File: src/rtl/cache_arbiter.sv
// ============================================================================
// Module   : cache_arbiter
// Brief    : Round-robin arbiter sharing one memory port between I$ and D$.
// Revision : 1.0
// ============================================================================
`default_nettype none

module cache_arbiter #(
    parameter int LINE_WIDTH = 256
) (
    input  logic                  clk,
    input  logic                  rst,

    input  logic                  icache_pmem_read,
    input  logic [31:0]           icache_pmem_address,
    output logic [LINE_WIDTH-1:0] icache_pmem_rdata,
    output logic                  icache_pmem_resp,

    input  logic                  dcache_pmem_read,
    input  logic                  dcache_pmem_write,
    input  logic [31:0]           dcache_pmem_address,
    input  logic [LINE_WIDTH-1:0] dcache_pmem_wdata,
    output logic [LINE_WIDTH-1:0] dcache_pmem_rdata,
    output logic                  dcache_pmem_resp,

    output logic                  mem_read,
    output logic                  mem_write,
    output logic [31:0]           mem_address,
    output logic [LINE_WIDTH-1:0] mem_wdata,
    input  logic [LINE_WIDTH-1:0] mem_rdata,
    input  logic                  mem_resp
);

    typedef enum logic [1:0] {
        IDLE    = 2'd0,
        I_SERVE = 2'd1,
        D_SERVE = 2'd2
    } state_t;

    localparam logic GRANT_I = 1'b0;
    localparam logic GRANT_D = 1'b1;

    state_t                  state_q;
    logic                    last_grant_q;
    logic [31:0]             addr_q;
    logic [LINE_WIDTH-1:0]   wdata_q;
    logic                    read_q;
    logic                    write_q;

    logic                    w_d_req;
    logic                    w_pick_d;

    // On contention the cache that did not win last time goes first.
    assign w_d_req  = dcache_pmem_read | dcache_pmem_write;
    assign w_pick_d = w_d_req & (~icache_pmem_read | (last_grant_q == GRANT_I));

    always_ff @(posedge clk) begin
        if (rst) begin
            state_q      <= IDLE;
            last_grant_q <= GRANT_I;
            addr_q       <= '0;
            wdata_q      <= '0;
            read_q       <= 1'b0;
            write_q      <= 1'b0;
        end else begin
            case (state_q)
                IDLE: begin
                    if (w_pick_d) begin
                        state_q      <= D_SERVE;
                        last_grant_q <= GRANT_D;
                        addr_q       <= dcache_pmem_address;
                        wdata_q      <= dcache_pmem_wdata;
                        // A simultaneous read+write is treated as a writeback.
                        write_q      <= dcache_pmem_write;
                        read_q       <= ~dcache_pmem_write;
                    end else if (icache_pmem_read) begin
                        state_q      <= I_SERVE;
                        last_grant_q <= GRANT_I;
                        addr_q       <= icache_pmem_address;
                        read_q       <= 1'b1;
                        write_q      <= 1'b0;
                    end
                end
                I_SERVE, D_SERVE: begin
                    if (mem_resp) begin
                        state_q <= IDLE;
                        read_q  <= 1'b0;
                        write_q <= 1'b0;
                    end
                end
                default: begin
                    state_q <= IDLE;
                    read_q  <= 1'b0;
                    write_q <= 1'b0;
                end
            endcase
        end
    end

    assign mem_read          = read_q;
    assign mem_write         = write_q;
    assign mem_address       = addr_q;
    assign mem_wdata         = wdata_q;

    assign icache_pmem_rdata = mem_rdata;
    assign dcache_pmem_rdata = mem_rdata;
    assign icache_pmem_resp  = (state_q == I_SERVE) & mem_resp;
    assign dcache_pmem_resp  = (state_q == D_SERVE) & mem_resp;

endmodule

`default_nettype wire

File: config.mk
export PLATFORM = sky130hd
export DESIGN_NAME = cache_arbiter
export DESIGN_NICKNAME = d
export VERILOG_FILES = /design/src/rtl/cache_arbiter.sv
export SDC_FILE = /design/constraint.sdc
export NUM_CORES = 1
export LEC_CHECK = 0
export ABC_AREA = 1
export CAP_MARGIN = 20
export CORE_AREA = 2 2 546 548
export CTS_CLUSTER_SIZE = 8
export DETAILED_ROUTE_END_ITERATION = 6
export DIE_AREA = 0 0 548 550
export PLACE_DENSITY = 0.3
export SLEW_MARGIN = 20
export SYNTH_ARGS = -nofsm -noshare
export SYNTH_HDL_FRONTEND = slang
export SYNTH_SLANG_ARGS = --single-unit
File: constraint.sdc
create_clock -name clk -period 3.55 [get_ports clk]
set_clock_uncertainty 0.1 [all_clocks]
set_input_delay 0.71 -clock clk [delete_from_list [all_inputs] [get_ports clk]]
set_output_delay 0.71 -clock clk [all_outputs]
set_load 0.01 [all_outputs]
==> impl_metrics.tcl, run 1 <==
set metrics [dict create \
    path_max_fanout 2 \
    postSynthRegisterBits 293 \
    cts.repair_timing.setup_buffer_count 0 \
    synthesis.nets 2553 \
    final_hold_violating_endpoints 0 \
    area_share_of_the_largest_cell_type_after_synthesis 0.389 \
    comb_power_share 0.273 \
    synth-seq-area-share 0.389 \
    status "completed" \
    grt_pass1_vias 13659 \
    total_clock_buffers_created_by_cts 48 \
    clock_tree.buffer_depth 3 \
    cpLargestDelayFamily "buffers and inverters" \
    drc_violations 0 \
    port-buffer-count 617 \
    ys_warn_count 0 \
    global_route.overflow_total 0 \
    power.density_nw_per_um2 502 \
    vias 13675 \
    worstSetupStartpointType "flip-flop" \
    tritoncts "built" \
    seq_power_share 0.330 \
    clk-insertion-delay-late_ns 0.65 \
    hp_class "input pin to flip-flop" \
    num_io_pins 1386 \
    power.static_leakage_nw 7.44 \
    final-setup-viol-count 0 \
    ctsHoldBuffers 0 \
    drive_gt1_frac 0.0471 \
    worstPathArrival_ns 1.90 \
    ff2ff_path_depth 5 \
    achievable-frequency_mhz 369 \
    syn_inst 1968 \
    slowest_stage "clkdlybuf4s50_1" \
    routabilityCongestion 0.760 \
    most_frequently_used_flop_master_after_synthesis "dfxtp_1" \
    vias_per_cell 2.28 \
    filler_cell_count 34538 \
    core_region_area_um2 296000 \
    postRouteAntennaNets 0 \
    cell_internal_pwr_mw 7.74 \
    grt_first_pass_wirelength_um 193000 \
    end_kind "output port" \
    clk_root_buffer_cell "clkbuf_16" \
    die_x_um 548 \
    worst-path-buf-inv 1 \
    syn_area_per_cell_um2 7.67 \
    ys_types 19 \
    layoutNonFillerInstCount 5987 \
    starting_utilization_of_the_core_area 0.0510 \
    required_time_at_the_worst_slack_endpoint_ns 2.74 \
    grt.total_usage 0.103 \
    tightestPinTransition_ns 0.768 \
    power_switching_share 0.344 \
    synthTopCellsByArea "dfxtp_1, buf_4, a21oi_1" \
    final_period_minus_worst_setup_slack_ns 2.71 \
    netlist_area_um2 15100 \
    core.rowCount 200 \
    drt-initial-drc-count 636 \
    maximum_number_of_pins_on_one_net_before_global_route_repair 127 \
    first_pass_iters 4 \
    h-tree-depth 2 \
    min_period_over_period 0.762 \
    cts.clk_slew.worst_paths_ns 0.05 \
    synth_common_cells "buf_4, nand2_1, dfxtp_1" \
    nets 2603 \
    unrepaired_setup_endpoints_after_global_routing "false" \
    clock_sinks 293 \
    synth_async_sr_flop_share 0 \
    synth.largest_area_cell "dfxtp_1" \
    finalSetupTns_ns 0 \
    min_to "mem_wdata[243]$_SDFFE_PP0P_" \
    hold_path_startpoint "rst" \
    max-cap-violations 0 \
    ctsResizeCount 0 \
    dp_hpwl_um 143000 \
    timing.max_slew.rel_slack 0.488 \
    worst_ir_drop_vdd_mv 0.324 \
    antenna_found_initial 103 \
    die_height_um 550 \
    clock_power_share 0.396 \
    synth-edff-count 0 \
    placedCellCount 5907 \
    regToRegStartpoint "state_q[0]$_SDFFE_PP0P_" \
    yosysMostFrequentCell "buf_4" \
    drt-wirelength-per-cell_um 27.2 \
    final_number_of_max_transition_violations 0 \
    area_growth_pct 55.7 \
    rrSetupSlack_ns 1.39 \
    die_area_um2 301000 \
    timing.critical_path.cells "clkdlybuf4s50_1" \
    timing.rr.end "mem_wdata[230]$_SDFFE_PP0P_" \
    net-switching-power_mw 4.05 \
    routed_wirelength_um 163000 \
    timing.hold.worst_path_depth 2 \
    worst-setup-path-type "flip-flop to output port" \
    critical_path.max_stage_delay_ns 0.85 \
]
## cell usage in the layout (no fill, tap or decap), types with 3 or more instances in the layout
cell	count
nand2_1	333
o21ai_0	32
dfxtp_1	293
clkdlybuf4s50_1	616
buf_12	13
clkbuf_1	8
clkbuf_8	6
clkbuf_16	48
nand4_1	3
nand3_1	258
inv_1	41
a21oi_1	261
buf_4	12
diode_2	8
nor2_1	97
## worst max-delay path by stage
stage               slack [ns]                      endpoint                         from  cells after the start
global route              0.72                mem_wdata[166]  mem_wdata[166]$_SDFFE_PP0P_                      1
CTS                       0.70                mem_wdata[160]  mem_wdata[160]$_SDFFE_PP0P_                      1
detailed placement        0.67  mem_address[28]$_SDFFE_PP0P_            dcache_pmem_write                      9
global placement          0.65  mem_address[28]$_SDFFE_PP0P_            dcache_pmem_write                      9
finish                    0.84                mem_wdata[200]  mem_wdata[200]$_SDFFE_PP0P_                      1
floorplan                 1.82   mem_wdata[216]$_SDFFE_PP0P_             icache_pmem_read                      8
## power by group through the flow
stage | registers (mW) | logic (mW) | clock network, mW
global route | 3.94 | 3.57 | 5.03
detailed placement | 3.96 | 3.34 | 0
finish | 3.90 | 3.22 | 4.68
global placement | 3.95 | 3.36 | 0
floorplan | 4.09 | 1.69 | 0
CTS | 3.90 | 3.36 | 4.96
## stage by stage
| stage | setup WS [ns] | hold slack [ns] | total power [mW] | cell area [um^2] | util |
|---|---|---|---|---|---|
| finish | 0.843 | 0.336 | 11.8 | 23500 | 0.0795 |
| global route | 0.717 | 0.318 | 12.5 | 23500 | 0.0794 |
| CTS | 0.696 | 0.282 | 12.2 | 23500 | 0.0794 |
| detailed placement | 0.670 | 0.354 | 7.29 | 22000 | 0.0744 |
| global placement | 0.649 | 0.348 | 7.31 | 22000 | 0.0744 |
| floorplan | 1.82 | 0.340 | 5.79 | 15100 | - |
## flip-flops by register name, summed over array words and instances, names as in the netlist
register,cells
mem_address,32
mem_write,1
state_q,2
last_grant_q,1
mem_wdata,256
mem_read,1
## layer usage
metal	GRT usage	routed length (um)	vias up	part of all wire
met4	0.0360	6510	4	0.040
met5	0.00109	59	-	0.00036
li1	-	-	5947	-
met3	0.119	41400	398	0.25
met2	0.167	73100	1370	0.45
met1	0.0753	41400	5956	0.25
## logic make-up after synthesis
logic type	count (synthesis)	synth area share
buffers and inverters	684	0.315
adder cells (fa/ha/maj)	3	0.00249
AO/OA/AOI/OAI	294	0.0975
AND/OR/NAND/NOR	694	0.196
flip-flops	293	0.389
## final cells by class
type	count	area, um^2	share of cell area
Clock buffer	62	1310	0.0559
Inverter	42	158	0.00671
Sequential cell	293	5870	0.250
Tap cell	3939	4930	0.210
Timing Repair Buffer	642	6530	0.278
Clock inverter	10	171	0.00730
Multi-Input combinational cell	991	4490	0.191
Antenna cell	8	20.0	0.000853
Note: power is estimated with default switching activity, not from simulation.
==> run 2, diff against run 1 <==
--- a/config.mk
+++ b/config.mk
@@ -7,10 +7,10 @@
 export LEC_CHECK = 0
 export ABC_AREA = 1
 export CAP_MARGIN = 20
-export CORE_AREA = 2 2 546 548
+export CORE_AREA = 2 2 539 541
 export CTS_CLUSTER_SIZE = 8
 export DETAILED_ROUTE_END_ITERATION = 6
-export DIE_AREA = 0 0 548 550
+export DIE_AREA = 0 0 541 543
 export PLACE_DENSITY = 0.3
 export SLEW_MARGIN = 20
 export SYNTH_ARGS = -nofsm -noshare
==> constraint.sdc (replaced) <==
create_clock -name clk -period 2.6 [get_ports clk]
set_clock_uncertainty 0.1 [all_clocks]
set_input_delay 0.52 -clock clk [delete_from_list [all_inputs] [get_ports clk]]
set_output_delay 0.52 -clock clk [all_outputs]
set_load 0.01 [all_outputs]
==> run 2 against run 1 <==
Net effect:
- cell count fell by 2.1%
- largest cell class unchanged
- final area increased by 0.11%
- first-iteration DRC count grew 14%
- clock-buffer cell count shrank 2
- die area down 2.5%
- critical path depth unchanged
- via count is 1.4% higher
- critical path type unchanged
==> impl_metrics.tcl, run 2 (same netlist as run 1, synthesis figures left out) <==
set metrics [dict create \
    ctsHoldBuffers 0 \
    die_height_um 543 \
    cpLargestDelayFamily "buffers and inverters" \
    finalSetupTns_ns 0 \
    core_region_area_um2 287000 \
    dp_hpwl_um 146000 \
    power.density_nw_per_um2 674 \
    finalWorstSetupSlack_ns 0.128 \
    worst-setup-path-type "flip-flop to output port" \
    starting_utilization_of_the_core_area 0.0525 \
    grt.total_usage 0.107 \
    postRouteAntennaNets 0 \
    vias 13871 \
    preCtsSetupSlack_ns 0.0616 \
    slowest_stage "clkdlybuf4s50_1" \
    layoutNonFillerInstCount 5859 \
    die_x_um 541 \
    maximum_number_of_pins_on_one_net_before_global_route_repair 73 \
    max-cap-violations 0 \
    routabilityCongestion 0.823 \
    layout_commonest_cell "clkdlybuf4s50_1" \
    clock_tree.buffer_depth 3 \
    final_period_minus_worst_setup_slack_ns 2.47 \
    global_route.overflow_total 0 \
    min_period_over_period 0.951 \
    nets 2641 \
    unrepaired_setup_endpoints_after_global_routing "false" \
    critical_path.max_stage_delay_ns 0.84 \
    worstSetupStartpointType "flip-flop" \
    die_area_um2 294000 \
    status "completed" \
    drt-wirelength-per-cell_um 28.0 \
    cts.repair_timing.setup_buffer_count 0 \
    vias_per_cell 2.37 \
    tritoncts "built" \
    placedCellCount 5789 \
    area_growth_pct 55.8 \
    hp_class "input pin to flip-flop" \
    port-buffer-count 617 \
    first_pass_iters 5 \
    core.rowCount 197 \
    antenna_found_initial 92 \
    required_time_at_the_worst_slack_endpoint_ns 1.98 \
    grt_first_pass_wirelength_um 196000 \
    total_clock_buffers_created_by_cts 46 \
    max_ffs_per_register 256 \
    worst-path-buf-inv 1 \
    clk-insertion-delay-late_ns 0.65 \
    cts.clk_slew.worst_paths_ns 0.06 \
    end_kind "output port" \
    final_hold_violating_endpoints 0 \
    path_max_fanout 2 \
    tightestPinTransition_ns 0.835 \
    h-tree-depth 2 \
    clk_root_buffer_cell "clkbuf_16" \
    drive_gt1_frac 0.0636 \
    timing.critical_path.cells "clkdlybuf4s50_1" \
    drt-initial-drc-count 727 \
    timing.max_slew.rel_slack 0.441 \
    num_io_pins 1386 \
    final_number_of_max_transition_violations 0 \
    drc_violations 0 \
    clock_sinks 293 \
    power.static_leakage_nw 7.66 \
    grt_pass1_vias 14045 \
    worst_ir_drop_vdd_mv 0.459 \
    routed_wirelength_um 164000 \
    fin_worst_hold_slack_ns 0.138 \
    worstPathArrival_ns 1.85 \
    final-setup-viol-count 0 \
    layout.cells.most_common_list "clkdlybuf4s50_1, nand2_1, dfxtp_1" \
    design_area_um2 23500 \
    achievable-frequency_mhz 405 \
    detailed_place.area_um2 22200 \
]
## run 2: cell types whose count changed in the layout (fill, tap and decap cells not counted), sizes merged, moves of 6 or more
cell	change
buf	+43
clkdlybuf4s50	-12
dlygate4sd2	+7
diode	-6
## run 2: repair_timing
action                     4_1_cts  5_1_grt
gates resized for setup          7        2
setup endpoints to repair        7        2
gates cloned                     0        0
## run 2: worst paths after layout
check	start	end	cells after the start	slack [ns]
setup / recovery	mem_wdata[20]$_SDFFE_PP0P_	mem_wdata[20]	1	0.13
hold / removal	rst	mem_wdata[3]$_SDFFE_PP0P_	2	0.14
setup reg to reg	state_q[0]$_SDFFE_PP0P_	mem_wdata[77]$_SDFFE_PP0P_	6	0.53
hold reg to reg	mem_wdata[231]$_SDFFE_PP0P_	mem_wdata[231]$_SDFFE_PP0P_	2	0.36
## run 2: area by class of cell
| class | count | area [um^2] |
|---|---|---|
| diodes | 2 | 5.00 |
| clock buffers | 60 | 1230 |
| clock inverters | 8 | 87.6 |
| fillers | 33714 | 264000 |
| inverters | 42 | 158 |
| multi-input cells | 991 | 4490 |
| flip-flops and latches | 293 | 5870 |
| well taps | 3781 | 4730 |
| repair buffers | 682 | 6930 |
## run 2: routing by layer
layer	share of wire	wire length, um	global-route usage	up-vias
met2	0.46	76200	0.179	1410
met4	0.032	5180	0.0305	6
met1	0.27	43800	0.0819	6116
li1	-	-	-	6010
met3	0.24	38700	0.115	329
met5	0.00024	39	0.000493	-
## run 2: metrics by stage
step	util	power (mW)
5_1_grt	0.0818	16.8
2_1_floorplan	-	7.90
6_report	0.0818	15.8
3_3_place_gp	0.0772	10.2
4_1_cts	0.0818	16.4
3_5_place_dp	0.0772	10.1
## run 2: report_power, final
| part | leakage [nW] | internal (mW) | total (mW) | switching, mW |
|---|---|---|---|---|
| clock | 0.647 | 3.30 | 5.92 | 2.62 |
| combinational | 4.60 | 1.97 | 4.58 | 2.61 |
| sequential | 2.42 | 5.02 | 5.34 | 0.323 |
==> run 3, diff against run 2 <==
--- a/config.mk
+++ b/config.mk
@@ -11,6 +11,7 @@
 export CTS_CLUSTER_SIZE = 8
 export DETAILED_ROUTE_END_ITERATION = 6
 export DIE_AREA = 0 0 541 543
+export GPL_TIMING_DRIVEN = 0
 export PLACE_DENSITY = 0.3
 export SLEW_MARGIN = 20
 export SYNTH_ARGS = -nofsm -noshare
==> run 3 against run 2 <==
Net effect:
- wire length rose by 10%
- utilization rose by 3.2 points
- sequential cell count unchanged
- worst hold slack gained 0.18 ns
- sequential power is essentially flat
- clock power up 6.2%
==> impl_metrics.tcl, run 3 (same netlist as run 1, synthesis figures left out) <==
set metrics [dict create \
    antenna_found_initial 89 \
    global_route.overflow_total 0 \
    port-buffer-count 1128 \
    layout.cells.most_common_list "clkdlybuf4s50_1, buf_4, nand2_1" \
    max-cap-violations 0 \
    routed_wirelength_um 181000 \
    clk_root_buffer_cell "clkbuf_16" \
    top_usage_layer "met2" \
    timing.critical_path.cells "clkdlybuf4s50_1" \
    num_io_pins 1386 \
    worst-setup-path-type "flip-flop to output port" \
    worst-path-buf-inv 1 \
    max_ffs_per_register 256 \
    timing.hold.worst_path_depth 3 \
    vias 17830 \
    design_area_um2 32600 \
    tightestPinTransition_ns 1.08 \
    critical_path.max_stage_delay_ns 0.90 \
    preCtsSetupSlack_ns -0.354 \
    ctsHoldBuffers 0 \
    tritoncts "built" \
    multi_input_comb_area_um2 4460 \
    drt-initial-drc-count 925 \
    groute.layer.met1.usage 0.133 \
    power.density_nw_per_um2 553 \
    finalWorstSetupSlack_ns 0.0754 \
    final_number_of_max_transition_violations 0 \
    unrepaired_setup_endpoints_after_global_routing "false" \
    final-setup-viol-count 0 \
    grt.total_usage 0.118 \
    min_period_over_period 0.971 \
    drc_violations 0 \
    grt_first_pass_wirelength_um 219000 \
    h-tree-depth 2 \
    routabilityCongestion 0.915 \
    grt_use_met2 0.209 \
    drt-wirelength-per-cell_um 26.0 \
    ff2ff_path_depth 7 \
    sequential_cell_area_um2 5870 \
    die_area_um2 294000 \
    cts.clk_slew.worst_paths_ns 0.06 \
    nets 3730 \
    layoutNonFillerInstCount 6960 \
    maximum_number_of_pins_on_one_net_before_global_route_repair 15 \
    detailed_place.area_um2 31100 \
    regToRegStartpoint "state_q[0]$_SDFFE_PP0P_" \
    achievable-frequency_mhz 396 \
    vias_per_cell 2.56 \
    postRouteAntennaNets 0 \
    final_hold_violating_endpoints 0 \
    cpLargestDelayFamily "buffers and inverters" \
    area_growth_pct 116 \
    drive_gt1_frac 0.211 \
    status "completed" \
    die_height_um 543 \
    rrSetupSlack_ns 0.23 \
    power.static_leakage_nw 12.2 \
    cts.repair_timing.setup_buffer_count 0 \
    die_x_um 541 \
    hold_path_startpoint "dcache_pmem_wdata[115]" \
    timing.rr.end "mem_wdata[96]$_SDFFE_PP0P_" \
    fin_worst_hold_slack_ns 0.320 \
    placedCellCount 6878 \
    total_clock_buffers_created_by_cts 46 \
    required_time_at_the_worst_slack_endpoint_ns 1.98 \
    worstSetupStartpointType "flip-flop" \
    clk-insertion-delay-late_ns 0.66 \
    starting_utilization_of_the_core_area 0.0525 \
    timing.max_slew.rel_slack 0.279 \
    layout_commonest_cell "clkdlybuf4s50_1" \
    min_to "mem_wdata[115]$_SDFFE_PP0P_" \
    core.rowCount 197 \
    slowest_stage "clkdlybuf4s50_1" \
    final_period_minus_worst_setup_slack_ns 2.52 \
    dp_hpwl_um 165000 \
    path_max_fanout 2 \
    clock_tree.buffer_depth 3 \
    filler_cell_count 33291 \
    hp_class "input pin to flip-flop" \
    grt.met3_usage 0.0482 \
    end_kind "output port" \
    clock_sinks 293 \
    grt_pass1_vias 17627 \
    worstPathArrival_ns 1.90 \
    worst_ir_drop_vdd_mv 0.491 \
    core_region_area_um2 287000 \
    first_pass_iters 5 \
]
run 3: cell count changes in the layout (fill, tap and decap cells not counted), moves of 3 or more:
cell | previous run | this run
buf_6 | 0 | 22
clkdlybuf4s50_1 | 604 | 1110
clkinv_2 | 4 | 1
clkbuf_1 | 11 | 47
buf_2 | 0 | 59
dlygate4sd2_1 | 7 | 14
diode_2 | 2 | 15
buf_4 | 46 | 521
buf_12 | 22 | 0
bufinv_16 | 0 | 4
run 3: worst max-delay path by stage:
stage / startpoint / end / slack [ns] / cells after the start
5_1_grt: state_q[0]$_SDFFE_PP0P_ / dcache_pmem_resp / 0.01 / 5
2_1_floorplan: icache_pmem_read / mem_wdata[216]$_SDFFE_PP0P_ / 1.06 / 8
6_report: mem_wdata[51]$_SDFFE_PP0P_ / mem_wdata[51] / 0.08 / 1
4_1_cts: state_q[0]$_SDFFE_PP0P_ / dcache_pmem_resp / -0.003 / 5
3_5_place_dp: icache_pmem_read / mem_wdata[104]$_SDFFE_PP0P_ / -0.35 / 9
3_3_place_gp: rst / mem_wdata[103]$_SDFFE_PP0P_ / -0.94 / 4
run 3: timing repair:
item                                    4_1_cts  5_1_grt
pin swaps                                     0        0
endpoints found under the hold margin         0        0
endpoints found under the setup margin       95        2
gates resized for setup                      22        2
run 3: per-stage QoR:
step / power, mW / setup TNS, ns / util
finish: 18.0 / 0 / 0.113
CTS: 18.6 / -0.00298 / 0.113
detailed placement: 12.0 / -37.60 / 0.108
global route: 19.0 / 0 / 0.113
global placement: 12.0 / -80.73 / 0.108
floorplan: 7.90 / 0 / -
run 3: routing by layer:
| metal | up-vias | wire length (um) |
|---|---|---|
| met4 | 24 | 2330 |
| met2 | 1096 | 89700 |
| met3 | 168 | 18000 |
| met1 | 8327 | 70700 |
| li1 | 8215 | - |
| met5 | - | 162 |
run 3: cell type report:
class                           count  share of cell area
Inverter                           42             0.00484
Tap cell                         3781               0.145
Clock buffer                       59              0.0377
Antenna cell                       15             0.00115
Timing Repair Buffer             1129               0.347
Clock inverter                      8             0.00599
Buffer                            642               0.141
Multi-Input combinational cell    991               0.137
Sequential cell                   293               0.180
run 3: worst min-delay path, cell delays in order:
cell and delay, ns:
clkdlybuf4s50_1 0.40, nand3_1 0.08, a21oi_1 0.06
run 3: power breakdown:
part           internal [mW]  total [mW]  switching (mW)
clock                   3.70        6.29            2.60
combinational           3.05        6.37            3.32
sequential              5.02        5.35           0.335
